===== src/rtl/pc_seq_pkg.sv =====
// Shared types and constants for the TinyChip program-counter sequencer.
// PC_SEQ_BOUNDS_EN widens the fault vector with a PC range-check bit.
package pc_seq_pkg;

    typedef enum logic [2:0] {
        SEQ  = 3'd0,
        JMP  = 3'd1,
        BR   = 3'd2,
        CALL = 3'd3,
        RET  = 3'd4,
        HOLD = 3'd5
    } pc_op_e;

    typedef enum logic {
        RUN  = 1'b0,
        HALT = 1'b1
    } pc_state_e;

    localparam int FAULT_OVF = 0;
    localparam int FAULT_UNF = 1;
    localparam int FAULT_BND = 2;

`ifdef PC_SEQ_BOUNDS_EN
    localparam int FAULT_W = 3;
`else
    localparam int FAULT_W = 2;
`endif

endpackage


===== src/rtl/pc_ras.sv =====
// Return-address stack: a small LIFO; push is ignored when full, pop when empty.
module pc_ras #(
    parameter  int W     = 9,
    parameter  int DEPTH = 4,
    localparam int CNT_W = $clog2(DEPTH + 1),
    localparam int IDX_W = (DEPTH > 1) ? $clog2(DEPTH) : 1
) (
    input  logic             clk,
    input  logic             rst_n,
    input  logic             push_i,
    input  logic             pop_i,
    input  logic [W-1:0]     data_i,
    output logic [W-1:0]     data_o,
    output logic [CNT_W-1:0] count_o,
    output logic             full_o,
    output logic             empty_o
);

    logic [W-1:0]     mem_q [DEPTH];
    logic [CNT_W-1:0] count_q;
    logic [IDX_W-1:0] wr_idx_s;
    logic [IDX_W-1:0] rd_idx_s;

    // Write slot is the next free entry, read slot is the current top.
    always_comb begin
        wr_idx_s = IDX_W'(count_q);
        rd_idx_s = IDX_W'(count_q - CNT_W'(1));
    end

    assign data_o  = mem_q[rd_idx_s];
    assign count_o = count_q;
    assign full_o  = (count_q == CNT_W'(DEPTH));
    assign empty_o = (count_q == {CNT_W{1'b0}});

    // Stack storage and occupancy.
    always_ff @(posedge clk or negedge rst_n) begin
        if (!rst_n) begin
            count_q <= {CNT_W{1'b0}};
            for (int i = 0; i < DEPTH; i++) begin
                mem_q[i] <= {W{1'b0}};
            end
        end else if (push_i && !full_o) begin
            mem_q[wr_idx_s] <= data_i;
            count_q         <= count_q + CNT_W'(1);
        end else if (pop_i && !empty_o) begin
            count_q <= count_q - CNT_W'(1);
        end else begin
            count_q <= count_q;
        end
    end

endmodule


===== src/rtl/pc_sequencer.sv =====
// Program counter with SEQ/JMP/BR/CALL/RET, a return-address stack and sticky halting faults.
// Define PC_SEQ_BOUNDS_EN to add the PC_LIMIT range check (fault[2]).
module pc_sequencer
    import pc_seq_pkg::*;
#(
    parameter int          PC_W      = 9,
    parameter int          OFF_W     = 6,
    parameter int          RAS_DEPTH = 4,
    parameter int          RESET_PC  = 0
`ifdef PC_SEQ_BOUNDS_EN
    ,
    parameter int unsigned PC_LIMIT  = (1 << PC_W) - 1
`endif
) (
    input  logic                             clk,
    input  logic                             reset,
    input  logic                             en,
    input  logic [2:0]                       op,
    input  logic [PC_W-1:0]                  target,
    input  logic [OFF_W-1:0]                 offset,
    input  logic                             cond,
    output logic [PC_W-1:0]                  pc,
    output logic [PC_W-1:0]                  pc_next,
    output logic [$clog2(RAS_DEPTH+1)-1:0]   ras_count,
    output logic                             ras_full,
    output logic                             ras_empty,
    output logic                             halted,
    output logic [FAULT_W-1:0]               fault
);

    localparam int CNT_W = $clog2(RAS_DEPTH + 1);
`ifdef PC_SEQ_BOUNDS_EN
    localparam logic [PC_W-1:0] LIMIT_C = PC_W'(PC_LIMIT);
`endif

    pc_state_e           state_q;
    logic [PC_W-1:0]     pc_q;
    logic [FAULT_W-1:0]  fault_q;

    logic [PC_W-1:0]     pc_next_s;
    logic [PC_W-1:0]     pc_inc_s;
    logic [PC_W-1:0]     sext_s;
    logic [FAULT_W-1:0]  fault_set_s;
    logic                halt_s;
    logic                push_s;
    logic                pop_s;
    logic [PC_W-1:0]     ras_top_s;
    logic [CNT_W-1:0]    ras_count_s;
    logic                ras_full_s;
    logic                ras_empty_s;

    pc_ras #(
        .W     (PC_W),
        .DEPTH (RAS_DEPTH)
    ) u_ras (
        .clk     (clk),
        .rst_n   (reset),
        .push_i  (push_s),
        .pop_i   (pop_s),
        .data_i  (pc_inc_s),
        .data_o  (ras_top_s),
        .count_o (ras_count_s),
        .full_o  (ras_full_s),
        .empty_o (ras_empty_s)
    );

    // Next-PC selection, stack control and fault detection for the current op.
    always_comb begin
        pc_inc_s    = pc_q + PC_W'(1);
        sext_s      = {{(PC_W-OFF_W){offset[OFF_W-1]}}, offset};
        pc_next_s   = pc_q;
        fault_set_s = {FAULT_W{1'b0}};
        halt_s      = 1'b0;
        push_s      = 1'b0;
        pop_s       = 1'b0;
        if ((state_q == RUN) && en) begin
            case (op)
                SEQ:  pc_next_s = pc_inc_s;
                JMP:  pc_next_s = target;
                BR:   pc_next_s = cond ? (pc_q + sext_s) : pc_inc_s;
                CALL: begin
                    pc_next_s = target;
                    if (ras_full_s) begin
                        fault_set_s[FAULT_OVF] = 1'b1;
                        halt_s                 = 1'b1;
                    end else begin
                        push_s = 1'b1;
                    end
                end
                RET: begin
                    if (ras_empty_s) begin
                        fault_set_s[FAULT_UNF] = 1'b1;
                        halt_s                 = 1'b1;
                    end else begin
                        pc_next_s = ras_top_s;
                        pop_s     = 1'b1;
                    end
                end
                default: pc_next_s = pc_q;
            endcase
`ifdef PC_SEQ_BOUNDS_EN
            // The out-of-range value is still loaded; the halt freezes it there.
            if (pc_next_s > LIMIT_C) begin
                fault_set_s[FAULT_BND] = 1'b1;
                halt_s                 = 1'b1;
            end else begin
                fault_set_s[FAULT_BND] = fault_set_s[FAULT_BND];
            end
`endif
        end else begin
            pc_next_s = pc_q;
        end
    end

    // Sequencer FSM: RUN advances on en, HALT freezes everything until reset.
    always_ff @(posedge clk or negedge reset) begin
        if (!reset) begin
            state_q <= RUN;
            pc_q    <= PC_W'(RESET_PC);
            fault_q <= {FAULT_W{1'b0}};
        end else begin
            case (state_q)
                RUN: begin
                    if (en) begin
                        pc_q    <= pc_next_s;
                        fault_q <= fault_q | fault_set_s;
                        state_q <= halt_s ? HALT : RUN;
                    end else begin
                        state_q <= RUN;
                    end
                end
                HALT:    state_q <= HALT;
                default: state_q <= HALT;
            endcase
        end
    end

    assign pc        = pc_q;
    assign pc_next   = pc_next_s;
    assign ras_count = ras_count_s;
    assign ras_full  = ras_full_s;
    assign ras_empty = ras_empty_s;
    assign halted    = (state_q == HALT);
    assign fault     = fault_q;

endmodule


===== config.mk =====
export PLATFORM = sky130hd
export DESIGN_NAME = pc_sequencer
export DESIGN_NICKNAME = d
export VERILOG_FILES = /design/src/rtl/pc_seq_pkg.sv /design/src/rtl/pc_ras.sv /design/src/rtl/pc_sequencer.sv
export SDC_FILE = /design/constraint.sdc
export NUM_CORES = 1
export LEC_CHECK = 0
export ABC_AREA = 1
export CORE_ASPECT_RATIO = 1.1
export CORE_MARGIN = 2
export CORE_UTILIZATION = 51
export CTS_BUF_LIST = sky130_fd_sc_hd__clkbuf_8
export DETAILED_ROUTE_END_ITERATION = 6
export GPL_TIMING_DRIVEN = 0
export MAX_ROUTING_LAYER = met4
export PLACE_DENSITY = 0.88
export SKIP_LAST_GASP = 1
export SYNTH_ARGS = -nofsm -noshare
export SYNTH_HDL_FRONTEND = slang
export SYNTH_SLANG_ARGS = --single-unit

===== constraint.sdc =====
create_clock -name clk -period 2.5 [get_ports clk]
set_clock_uncertainty 0.1 [all_clocks]
set_input_delay 0.5 -clock clk [delete_from_list [all_inputs] [get_ports clk]]
set_output_delay 0.5 -clock clk [all_outputs]
set_load 0.005 [all_outputs]

Word-level counts from Yosys, hierarchy flattened
Cells that the tools add are included.
{ "classes": {"n_addsub": 4, "reduce_logical": 11, "n_lt_le_gt_ge": 3, "bitwise": 4, "n_mux": 28, "eq_ne": 5} }
{ "op_table": {"columns": ["operator", "count"], "rows": [
  ["2-to-1 mux 9 bit", 6],
  ["bitwise mux 36 bit", 1],
  ["one-hot mux 9 bit (4 select lines)", 1],
  ["binary-select mux 9 bit (select 2 bit)", 1],
  ["demux 9 bit (select 2 bit)", 1],
  ["2-to-1 mux 1 bit", 13],
  ["adder 9 x 1 -> 9 bit (second input constant)", 1],
  ["adder 9 bit", 1],
  ["equality test 3 x 2 -> 1 bit (second input constant)", 2],
  ["equality test 3 bit (second input constant)", 2],
  ["greater-or-equal comparator 3 bit (second input constant)", 2],
  ["logical NOT 3 bit", 2],
  ["2-to-1 mux 3 bit", 2],
  ["NOT 2 -> 3 bit", 2],
  ["logical AND 1 bit", 4],
  ["one-hot mux 1 bit (2 select lines)", 2],
  ["adder 3 x 1 -> 3 bit (second input constant)", 1],
  ["equality test 3 x 1 -> 1 bit (second input constant)", 1],
  ["< comparator 3 x 1 -> 1 bit (second input constant)", 1],
  ["subtractor 3 x 1 -> 3 bit (second input constant)", 1],
  ["logical NOT 1 bit", 2],
  ["2-to-1 mux 2 bit", 1],
  ["bitwise OR 2 bit", 1],
  ["AND reduction 2 bit", 1],
  ["3 further kinds", 3]
]} }
{ "word_totals": {"register_bits": 51, "elab_cells": 63, "inputBits": 22} }

Depth between registers and ports, before layout
{ "logic_depth": {"depth_word": 8, "ltp_mapped": 14} }

By module
Synthesis repeated with hierarchy kept, for this count alone.
{ "unflattened": {"hier_cells": 547, "area_unflattened_um2": 3539.6} }
{ "modules_own_cells": {"columns": ["module", "cells_each", "n_inst", "area_each_um2"], "rows": [
  ["pc_ras", 264, 1, 1959.4],
  ["pc_sequencer", 283, 1, 1580.3]
]} }

Worst setup path before layout
OpenSTA, ideal clock, no wires.
{ "synth_timing": {"path_kind": "register -> output", "start": "reg u_ras.count_q[0], in the netlist u_ras.count_o[0]", "end": "out pc_next[4]", "t_required_ps": 1900, "slack_ps": -47, "n_path_buf": 4, "stages_incl_launch_ff": 14, "t_arrival_ps": 1947, "path_cell_list": "dfrtp_1 -> buf_2 -> inv_1 -> buf_2 -> ha_1 -> buf_2 -> inv_1 -> buf_2 -> a211oi_1 -> nor2_1 -> nor2_1 -> nand2_1 -> nand2_1 -> nand2_1"} }
{ "synth_via": {"elab_chain_cells": 8, "word_cells_on_any_way": 9} }
{ "synth_lines": {"columns": ["element", "line", "source"], "rows": [
  ["from (decl)", "pc_ras.sv:20", "logic [CNT_W-1:0] count_q;"],
  ["from (signal assigned)", "pc_ras.sv:38", "count_q <= {CNT_W{1'b0}};"],
  ["from (signal assigned)", "pc_ras.sv:44", "count_q <= count_q + CNT_W'(1);"],
  ["from (signal assigned)", "pc_ras.sv:46", "count_q <= count_q - CNT_W'(1);"],
  ["subtractor 3 x 1 -> 3 bit", null, null],
  ["net u_ras.rd_idx_s[0]", "pc_ras.sv:22", "logic [IDX_W-1:0] rd_idx_s;"],
  ["NOT 2 -> 3 bit (not written as such)", "pc_ras.sv:30", "assign data_o = mem_q[rd_idx_s];"],
  ["binary-select mux 9 bit (select 2 bit)", "pc_ras.sv:30", null],
  ["2-to-1 mux 9 bit (not written as such) (2 in a row)", "pc_ras.sv:30", null],
  ["2-to-1 mux 9 bit", "pc_sequencer.sv:91", "if (ras_empty_s) begin"],
  ["one-hot mux 9 bit (4 select lines)", "pc_sequencer.sv:77", "case (op)"],
  ["2-to-1 mux 9 bit", "pc_sequencer.sv:76", "if ((state_q == RUN) && en) begin"],
  ["to (decl)", "pc_sequencer.sv:23", "output logic [PC_W-1:0] pc_next,"]
]} }
The timed path passes the listed nets, and every way through them passes these cells. The select of a mux whose other input is x is not followed.

Worst setup path in the final report
{ "layout_timing": {"start": "reg u_ras.count_q[0], in the netlist u_ras.count_o[0]", "end": "out pc_next[0]"} }
Same word-level chain as after synthesis.

==> impl_metrics.tcl <==
set metrics [dict create \
    status "complete, but fails checks" \
    violations "setup timing" \
    min_period_ps 2980 \
    grt_pass1_vias 4063 \
    p_seq_share_pct 47.8 \
    reg2reg_depth 19 \
    initial_core_util_pct 52.2 \
    worst_pin_slew_ps 567 \
    slew_headroom_pct 61.8 \
    arrival_ps 2380 \
    synthArstFlopShare_pct 100 \
    synth_area_leaders "dfrtp_1 (37%), nand2_1 (19%), nor2_1 (6.1%)" \
    clockBufferDepth 2 \
    leakage_nw 2.48 \
    syn_to_final_growth_pct 42.2 \
    crit_required_ps 1900 \
    clockRootBuffer "clkbuf_8" \
    yosys.area.top_type "dfrtp_1" \
    maxCapViolations 0 \
    hold_ws_ps 396 \
    yosysWarnings 0 \
    finalNonFillerCells 685 \
    htreeDepth 2 \
    grt_pass1_wl_um 19100 \
    wl_um 14300 \
    wl_per_cell_um 20.9 \
    cts.sinks 51 \
    yosysSeqAreaShare_pct 37.3 \
    start_kind "flop" \
    synth_top_area_share_pct 37.3 \
    io_pins 48 \
    insertedDiodeCount 0 \
    grt_overflow 0 \
    vias_per_cell 6.34 \
    holdCritPathClass "reg2reg" \
    hpwl_um 6760 \
    stdcell_area_sq_mm 0.00486 \
    critPathMaxFanout 5 \
    track_usage_pct 34.7 \
    die_h_um 89.9 \
    synth_edf_count 0 \
    max-vdd-ir-drop_v 0.000312 \
    die_x_um 82.1 \
    synthCells 497 \
    setup_violations 9 \
    cts_made_buffers 5 \
    gp_congestion 0.883 \
    clk_pin_slew_worst_paths_ps 110 \
    pwr_density_cell_mw_per_mm2 355 \
    endpoint_kind "output pin" \
    core_area_sq_mm 0.00656 \
    clk_latency_ps 330 \
    ys_ff_latch 51 \
    fin_crit_sh_pct 119 \
    fin_nets 639 \
    finalHoldViolCount 0 \
    yosys_most_used_dff "dfrtp_1" \
    total_power_mw 1.72 \
    switching_share_pct 24.6 \
    synth_area_sq_mm 0.00342 \
    postLayoutSetupSlackWorst_ps -481 \
    rsz0062_at_grt "yes" \
    drt_iter0_markers 618 \
    combPwrFrac_pct 10.4 \
    antenna_found_initial 0 \
    dp_slack_ps -1020 \
    grt_max_degree 42 \
    rows 31 \
    syn_nets 534 \
    tns_ps -3600 \
    drive_above_1_share_pct 28.7 \
    yosysUniqueCellTypes 31 \
    dr.pass1.iters 6 \
    ant_nets 0 \
    whs_path_depth 2 \
    fillCellCount 416 \
    p_sw_mw 0.425 \
    critPathKind "reg2out" \
    route.detailed.drc 0 \
    yosysMostFrequentCell "nand2_1" \
    fmax_mhz 335 \
    cts_tree "yes" \
    internal-power_mw 1.30 \
    postSynthAreaPerCell_sq_um 6.88 \
    placed_cells 626 \
    final_util_pct 74.2 \
    slew_violations 0 \
    p_clk_share_pct 41.8 \
    dieArea_sq_mm 0.00738 \
    synth_common_cells "nand2_1 (174), nor2_1 (56), inv_1 (55)" \
    port_buffers 46 \
    vias 4346 \
    placed_cell_area_sq_mm 0.00401 \
]
## power by group through the flow
stage	clock network (mW)	logic [mW]	registers, mW
final	0.721	0.179	0.824
after floorplan	0	0.0541	0.841
after global routing	0.747	0.187	0.824
after CTS	0.697	0.152	0.824
after global placement	0	0.117	0.841
after detailed placement	0	0.124	0.841
## worst max-delay path: stages (launching register included)
cell,delay [ps]
dfrtp_1,380
buf_6,120
inv_4,30
buf_6,110
ha_4,290
inv_4,40
buf_6,120
buf_6,130
a21oi_2,130
o21ai_1,80
nand2_1,90
nand2_2,80
nand3_2,70
nand2_2,50
o21ai_1,140
buf_2,170
## sequential cells by signal (all words and copies together), names as in the netlist
register       flops
pc                 9
fault              2
u_ras.count_o      3
u_ras.mem_q       36
halted             1
## cell type report
cell class | instances | area (sq um) | area share [%]
clock inverter | 3 | 67.6 | 1.39
timing repair buffer | 99 | 868 | 17.9
inverter | 61 | 239 | 4.92
clock buffer | 5 | 68.8 | 1.42
tap | 82 | 103 | 2.11
multi-input combinational | 372 | 2140 | 44.0
sequential | 51 | 1280 | 26.3
buffer | 12 | 96.3 | 1.98
## timing repair
action | in CTS | in global routing
hold endpoints to repair | 10 | 0
endpoints found under the setup margin | 11 | 12
buffers inserted | 39 | 22
resized for setup | 92 | 63
pin swaps | 34 | 28
hold buffers | 1 | 0
## cell families after synthesis
logic type | after synthesis | synth area share (%)
DFF | 51 | 37.3
and+or+nand+nor | 265 | 31.8
buffers and inverters | 74 | 9.00
AOI/OAI and AO/OA | 86 | 14.6
xor gates and xnor gates | 6 | 1.54
adders and majority gates | 15 | 5.71
## path summary, 6_finish.rpt
kind | startpoint | end | slack [ps]
min reg2reg | fault[0] | fault[0] | 400
min | fault[0] | fault[0] | 400
min in group asynchronous | reset | halted | 480
max in group asynchronous | reset | pc[4] | 1270
max reg2reg | u_ras.count_o[0] | pc[3] | 30
max | u_ras.count_o[0] | pc_next[0] | -480
## routing by layer
metal	up-vias	track usage, %	wire length [um]
li1	1778	-	-
met1	1947	39.1	4590
met2	454	52.6	6630
met3	167	7.93	1680
met4	0	25.7	1420
met5	-	-	0
## cells in the final DEF (no fill, tap or decap), types with 2 or more instances in the layout
master,instances
buf_2,15
nor2_4,10
clkbuf_8,5
bufinv_16,2
o21ai_2,12
nand3_2,3
clkbuf_4,2
o211ai_1,6
dfrtp_2,2
ha_2,2
a21oi_1,12
nand2_1,154
inv_4,4
buf_4,40
buf_6,16
inv_1,52
ha_1,7
o21ai_1,7
inv_2,4
nand2_2,22
a21oi_2,10
o21ai_0,34
o22a_1,2
nor2_2,8
nand3_4,2
nand3_1,17
ha_4,5
nor2_1,43
clkdlybuf4s50_1,27
dlygate4sd2_1,3
dfrtp_1,49
dlymetal6s2s_1,5
xor2_1,4
No activity file was read; power rests on OpenSTA's default activity.
